<file path="config.mk">
export PLATFORM = sky130hd
export DESIGN_NAME = tictactoe_ctrl
export DESIGN_NICKNAME = d
export VERILOG_FILES = /design/src/rtl/tictactoe_ctrl.sv
export SDC_FILE = /design/constraint.sdc
export NUM_CORES = 1
export LEC_CHECK = 0
export CORE_ASPECT_RATIO = 1.1
export CORE_MARGIN = 1
export CORE_UTILIZATION = 56
export DETAILED_ROUTE_END_ITERATION = 12
export GPL_ROUTABILITY_DRIVEN = 0
export MAX_ROUTING_LAYER = met4
export PLACE_DENSITY = 0.86
export SETUP_SLACK_MARGIN = 0.1
export SYNTH_ARGS = -nofsm -noshare
export SYNTH_HDL_FRONTEND = slang
export SYNTH_SLANG_ARGS = --single-unit
</file>
<file path="constraint.sdc">
create_clock -name clk -period 4.2 [get_ports clk]
set_input_delay 1.05 -clock clk [delete_from_list [all_inputs] [get_ports clk]]
set_output_delay 1.05 -clock clk [all_outputs]
set_load 0.05 [all_outputs]
</file>
<file path="src/rtl/tictactoe_ctrl.sv">
// ---------------------------------------------------------------------------
// tictactoe_ctrl
//
// Two-player tic-tac-toe referee. Holds the 3x3 board, decides whose turn it
// is, rejects illegal moves and detects win/draw on the same edge as the
// move that causes it.
//
// Ports
//   clk        system clock, all state updates on the rising edge
//   rst        synchronous active-high reset (highest priority)
//   play       move key level; a move is requested on its rising edge only
//   sel[3:0]   target cell 1..9 (row-major), sampled in the request cycle
//   clr        synchronous new-game request (priority over a move request)
//   pos1..pos9 cell contents: 00 empty, 01 player1, 10 player2
//   who        PLAY: player to move; WIN: winner; DRAW: 00
//   ill        last request was illegal (sticky until legal move/clr/rst)
//   game_over  high in WIN or DRAW
// ---------------------------------------------------------------------------
module tictactoe_ctrl (
    input  logic       clk,
    input  logic       rst,
    input  logic       play,
    input  logic [3:0] sel,
    input  logic       clr,
    output logic [1:0] pos1,
    output logic [1:0] pos2,
    output logic [1:0] pos3,
    output logic [1:0] pos4,
    output logic [1:0] pos5,
    output logic [1:0] pos6,
    output logic [1:0] pos7,
    output logic [1:0] pos8,
    output logic [1:0] pos9,
    output logic [1:0] who,
    output logic       ill,
    output logic       game_over
);

    typedef enum logic [1:0] {
        ST_PLAY = 2'd0,
        ST_WIN  = 2'd1,
        ST_DRAW = 2'd2
    } state_t;

    state_t     state_reg, state_next;
    logic [1:0] cell_reg  [9];
    logic [1:0] cell_next [9];
    logic [1:0] who_reg, who_next;
    logic       ill_reg, ill_next;
    logic       over_reg, over_next;
    logic       play_q_reg;

    // Per-cell decode of the request and the candidate post-move board.
    logic [8:0] hit;      // sel addresses this cell (only true for 1..9)
    logic [8:0] empty;    // cell currently empty
    logic [8:0] filled;   // cell non-empty on the post-move board
    logic [1:0] moved [9];

    genvar gi;
    generate
        for (gi = 0; gi < 9; gi++) begin : g_cell
            assign hit[gi]    = (sel == 4'(gi + 1));
            assign empty[gi]  = (cell_reg[gi] == 2'b00);
            assign moved[gi]  = hit[gi] ? who_reg : cell_reg[gi];
            assign filled[gi] = (moved[gi] != 2'b00);
        end
    endgenerate

    function automatic logic line3(input logic [1:0] a, input logic [1:0] b,
                                   input logic [1:0] c);
        return (a != 2'b00) && (a == b) && (b == c);
    endfunction

    logic req;
    logic legal;
    logic win_after;
    logic full_after;

    assign req   = play & ~play_q_reg;
    // hit is one-hot for sel 1..9 and all-zero otherwise, so an
    // out-of-range index can never look like an empty cell.
    assign legal = |(hit & empty);

    // Evaluated on the post-move board so WIN/DRAW lands on the move edge.
    assign win_after = line3(moved[0], moved[1], moved[2])
                     | line3(moved[3], moved[4], moved[5])
                     | line3(moved[6], moved[7], moved[8])
                     | line3(moved[0], moved[3], moved[6])
                     | line3(moved[1], moved[4], moved[7])
                     | line3(moved[2], moved[5], moved[8])
                     | line3(moved[0], moved[4], moved[8])
                     | line3(moved[2], moved[4], moved[6]);
    assign full_after = &filled;

    always_comb begin
        state_next = state_reg;
        who_next   = who_reg;
        ill_next   = ill_reg;
        over_next  = over_reg;
        for (int i = 0; i < 9; i++) begin
            cell_next[i] = cell_reg[i];
        end

        if (clr) begin
            state_next = ST_PLAY;
            who_next   = 2'b01;
            ill_next   = 1'b0;
            over_next  = 1'b0;
            for (int i = 0; i < 9; i++) begin
                cell_next[i] = 2'b00;
            end
        end else if (req && (state_reg == ST_PLAY)) begin
            if (legal) begin
                ill_next = 1'b0;
                for (int i = 0; i < 9; i++) begin
                    cell_next[i] = moved[i];
                end
                if (win_after) begin
                    // who keeps the mover's code, which names the winner
                    state_next = ST_WIN;
                    over_next  = 1'b1;
                end else if (full_after) begin
                    state_next = ST_DRAW;
                    who_next   = 2'b00;
                    over_next  = 1'b1;
                end else begin
                    who_next = who_reg ^ 2'b11;
                end
            end else begin
                ill_next = 1'b1;
            end
        end
    end

    always_ff @(posedge clk) begin
        if (rst) begin
            state_reg  <= ST_PLAY;
            who_reg    <= 2'b01;
            ill_reg    <= 1'b0;
            over_reg   <= 1'b0;
            // Pretend the key was already down so a key held across reset
            // release does not look like a fresh press.
            play_q_reg <= 1'b1;
            for (int i = 0; i < 9; i++) begin
                cell_reg[i] <= 2'b00;
            end
        end else begin
            state_reg  <= state_next;
            who_reg    <= who_next;
            ill_reg    <= ill_next;
            over_reg   <= over_next;
            play_q_reg <= play;
            for (int i = 0; i < 9; i++) begin
                cell_reg[i] <= cell_next[i];
            end
        end
    end

    assign pos1      = cell_reg[0];
    assign pos2      = cell_reg[1];
    assign pos3      = cell_reg[2];
    assign pos4      = cell_reg[3];
    assign pos5      = cell_reg[4];
    assign pos6      = cell_reg[5];
    assign pos7      = cell_reg[6];
    assign pos8      = cell_reg[7];
    assign pos9      = cell_reg[8];
    assign who       = who_reg;
    assign ill       = ill_reg;
    assign game_over = over_reg;

endmodule

</file>
## Word level (Yosys, flattened, before mapping)

Memories as Yosys holds them, arrays and structs flattened.
Index checks and enable logic that the tools add are counted.

- Bits in registers: 7
- Bits in writable memories: 18
- Bits of input ports: 8
- Output and inout port bits: 22
- Logic and storage cells: 124
- Memories kept: 1

- Eq/ne operators: 25
- Multiplexer cells: 30
- Bitwise operators: 21
- Reductions and logical operators: 42

Memory list:

| memory | words | bits a word | read ports | clocked after Yosys merged registers in | write ports | line | text |
|---|---|---|---|---|---|---|---|
| cell_reg | 9 | 2 | 9 | 0 | 9 | 46 | `logic [1:0] cell_reg [9];` |

Operator list:

| cell | count |
|---|---|
| $mux 18 | 3 |
| $mux 2 | 21 |
| $eq 2x2->1 | 16 |
| $logic_not 2->1 | 10 |
| $reduce_bool 2->1 | 10 |
| $logic_and 1x1->1 | 17 |
| $eq 4x3->1 const B | 4 |
| $or 1x1->1 | 16 |
| $and 9x9->9 | 1 |
| $reduce_and 9->1 | 1 |
| $reduce_or 9->1 | 1 |
| $eq 4x2->1 const B | 2 |
| $eq 4x4->1 const B | 2 |
| $mux 1 | 6 |
| $reduce_and 3->1 | 2 |
| $eq 4x1->1 const B | 1 |
| $not 1->1 | 2 |
| $not 2->2 | 1 |
| $reduce_or 2->1 | 1 |
| $and 1x1->1 | 1 |

## Depth between registers and ports, before layout

- Word-level depth: 14
- Mapped depth: 9
- Depth with buffers taken out: 8

## Least setup slack after synthesis

OpenSTA, ideal clock, no wires.

- Path kind: input port to flip-flop
- Start point: input port sel[0]
- End point: register who_reg[1], in the netlist who[1]
- Library setup time: 0.072 ns
- Arrival time: 2.907 ns
- Required time: 4.128 ns
- Path slack: 1.221 ns
- Stages on the path: 8
- Path buffers: 0
- Path through: nor4b_4 -> mux2i_1 -> and2b_1 -> o21ai_1 -> nand3_2 -> nor4_4 -> and3b_1 -> mux2i_1

- Word-level cells in the longest chain between the ends: 14
- Elaborated cells on any way between the ends: 72
- Classes of those cells: eq/ne (25); mux (10); bitwise (9); reduce/logical (28)

Ends and longest elaborated chain:

| what | line | text |
|---|---|---|
| start, declared | 23 | `input logic [3:0] sel,` |
| $eq 4x1->1, or another cell as far along | 62 | `assign hit[gi] = (sel == 4'(gi + 1));` |
| $mux 2 | 64 | `assign moved[gi] = hit[gi] ? who_reg : cell_reg[gi];` |
| $eq 2x2->1 / $reduce_bool 2->1 (equally long branches) | 71, 65 |  |
| $logic_and 1x1->1 (2 in series) | 71 | `return (a != 2'b00) && (a == b) && (b == c);` |
| $or 1x1->1 | 86 | `\| line3(moved[3], moved[4], moved[5])` |
| $or 1x1->1 | 87 | `\| line3(moved[6], moved[7], moved[8])` |
| $or 1x1->1 | 88 | `\| line3(moved[0], moved[3], moved[6])` |
| $or 1x1->1 | 89 | `\| line3(moved[1], moved[4], moved[7])` |
| $or 1x1->1 | 90 | `\| line3(moved[2], moved[5], moved[8])` |
| $or 1x1->1 | 91 | `\| line3(moved[0], moved[4], moved[8])` |
| $or 1x1->1 | 92 | `\| line3(moved[2], moved[4], moved[6]);` |
| $not 1->1 (no source line) | - |  |
| $reduce_and 3->1 (no source line) | - |  |
| end signal, assigned | 149 | `who_reg <= who_next;` |
| end, declared | 48 | `logic [1:0] who_reg, who_next;` |

Parallel ways exist; a longest one is shown, timed or not.
A chain may end at the register's enable or synchronous reset.

## Worst setup path after layout

Ends and elaborated chain as after synthesis.

==> out/results.ini <==
[floorplanning]
row_count=20
design.die.area_um2=3230
initial_utilization=0.601
die_w_um=54.3
ioPinCount=30
coreArea_um2=2800
die_height_um=59.5

[synthesis]
synth_commonest_cells=nor2_1, dfxtp_1, a211oi_1
synth_edf_count=0
yosys_warnings=0
synthDistinctLibCells=44
synth_top_area_cell=dfxtp_1
syn-cell-area_um2=1680
syn_avg_cell_area_um2=8.91
ys_top_cells_by_area=dfxtp_1, a211oi_1, nor2_1
synthCells=189
async_flop_share=0
ys.flop_type=dfxtp_1
synth_seq_cells=25
synth_top_cell_area_share=0.297
yosysMostFrequentCell=nor2_1
syn_nets=197
seq_area_frac_synth=0.297

[critical_path]
required_ns=4.48
slowest_delay_ns=0.78
r2r_cells=6
worstSetupPathType=in -> reg
crit_fanout=9
startpoint_type=primary input
r2r_setup_slack_ns=1.69
crit_chain=clkdlybuf4s50_1 > nand4b_1 > mux2i_2 > nor4bb_1 > o21ai_1 > nand3_2 > nor4_4 > and3b_1 > mux2i_1
crit_arrival_ns=3.99
critPathCaptureType=flop
crit_family=simple AND/OR/NAND/NOR gates
timing.rr.end=state_reg[1]
slowest_stage=clkdlybuf4s50_1
cp_num_buf_inv=1
r2r-start=who[0]

[clocking]
cts_setup_buffers=0
cts_num_sinks=25
clkTransAtPathRegs_ns=0.14
cts_tree=built
postCtsResizedCells=0
worstSkewPairLatency_ns=0.33
postCtsHoldBufs=0
cts_buffers=3
root_buffer=clkbuf_4
h-tree-depth=1
clockBufferDepth=2

[drt]
wl_met2_um=2150
met1_length_um=1820
drtAntennaViolNets=0
wl_met3_um=296
totalWireLength_um=4380
drc=0
post_drt_wl_per_cell_um=17.5
via_per_inst=6.67
drtIter0Drc=120
dr.pass1.iters=5
top_layer=met4
num_vias=1675

[pwr]
seq_power_share=0.538
powerDensity_nw_per_um2=223
comb_power_share=0.216
swShare=0.301
finalPower_w=0.000456
irDropWorstVdd_mv=0.195
p_leak_nw=0.621
intPower_w=0.000319
switching_power_w=0.000137
p_clk_frac=0.246

[timing]
hold_viol=0
slew_violations=0
finalCritPeriodShare=0.885
layout_setup_ws_ns=0.482
rsz0062_at_grt=no
finalCriticalPeriod_ns=3.72
finalSetupTns_ns=0
worst_pin_slew_ns=0.632
fin_skew_ns=0.0119
slew_headroom=0.578
max_freq_mhz=269
setup_viol=0

[place]
dp_slack_ns=0.197
dp.final_hpwl_um=3120
port_buffers=29
dp.cells=247

[finish]
fillers=220
diodes=0
final_cells=251
largest_register_ffs=18
postLayoutCoreUtil=0.730
drive_gt1_frac=0.138
multiInputGateArea_um2=1150
seq_area_um2=500
fin_nets=227
synthToLayoutAreaGrowth_pct=21.5

[grt]
grt_usage=0.304
antenna_found_initial=0
grt_pass1_wl_um=6930
grt-ovfl-total=0
grt_max_degree=27
first_global_vias=1483

[flow_run]
cap_viol_max_count=0

[min_path]
hold_end=cell_reg[0][11]
whs_path_depth=2
hp-start=cell_reg[0][11]
hold_path.class=reg -> reg

[status]
status=complete, no violations

[layout by cell type, fill, tap and decap left out, types with 3 or more instances in the layout]
master / count
and3_1: 12
a22oi_1: 3
dfxtp_1: 25
a211oi_1: 18
nor4bb_1: 3
buf_4: 5
nor3_1: 14
clkdlybuf4s50_1: 29
mux2i_2: 7
o22ai_1: 3
mux2i_1: 12
o21ai_1: 4
nor4b_4: 4
o21ai_0: 3
clkbuf_4: 3
nor2_1: 33
a21oi_1: 7
[worst max path at each step]
stage	startpoint	endpoint	slack (ns)	cells after the start
floorplan	sel[0]	who[1]	1.22	8
detailed placement	sel[0]	who[1]	0.20	9
global placement	sel[3]	who[1]	0.31	9
global route	sel[2]	who[1]	0.35	9
CTS	sel[0]	who[1]	0.51	9
finish	sel[0]	who[1]	0.48	9
[worst register-to-register path, cell delays in order, from the launching register on]
cell	delay, ns
dfxtp_1	0.67
mux2i_1	0.33
a222oi_1	0.44
nand3_1	0.13
a221oi_1	0.54
a21oi_1	0.17
a211oi_2	0.15
[power by group through the flow]
stage	Sequential, W	Combinational, W	Clock [W]
3_3_place_gp	0.000251	0.0000939	0
4_1_cts	0.000246	0.0000975	0.000113
3_5_place_dp	0.000251	0.0000969	0
5_1_grt	0.000246	0.000105	0.000122
2_1_floorplan	0.000261	0.0000542	0
6_report	0.000246	0.0000984	0.000112
[through the flow]
step | area [um^2] | hold slack, ns
6_report | 2050 | 0.536
5_1_grt | 2050 | 0.550
4_1_cts | 2050 | 0.535
3_5_place_dp | 2020 | 0.517
3_3_place_gp | 2020 | 0.509
2_1_floorplan | 1680 | 0.496
[metal layers]
metal  vias up  GRT usage
met5         -          -
met4         0      0.150
met3        14     0.0256
met2        83      0.477
met1       781      0.382
li1        797          -
[cell type report]
cell class | count | share of cell area
flip-flops and latches | 25 | 0.245
repair buffers | 34 | 0.160
clock buffers | 4 | 0.0128
multi-input cells | 154 | 0.560
inverters | 1 | 0.00183
well taps | 33 | 0.0202
[kinds of logic after synthesis]
logic type,count (synthesis),share of synthesized area
AOI/OAI and AO/OA,50,0.212
buffers and inverters,10,0.0245
DFF,25,0.297
muxes,19,0.129
and+or+nand+nor,85,0.337
(Power assumes the default switching activity.)
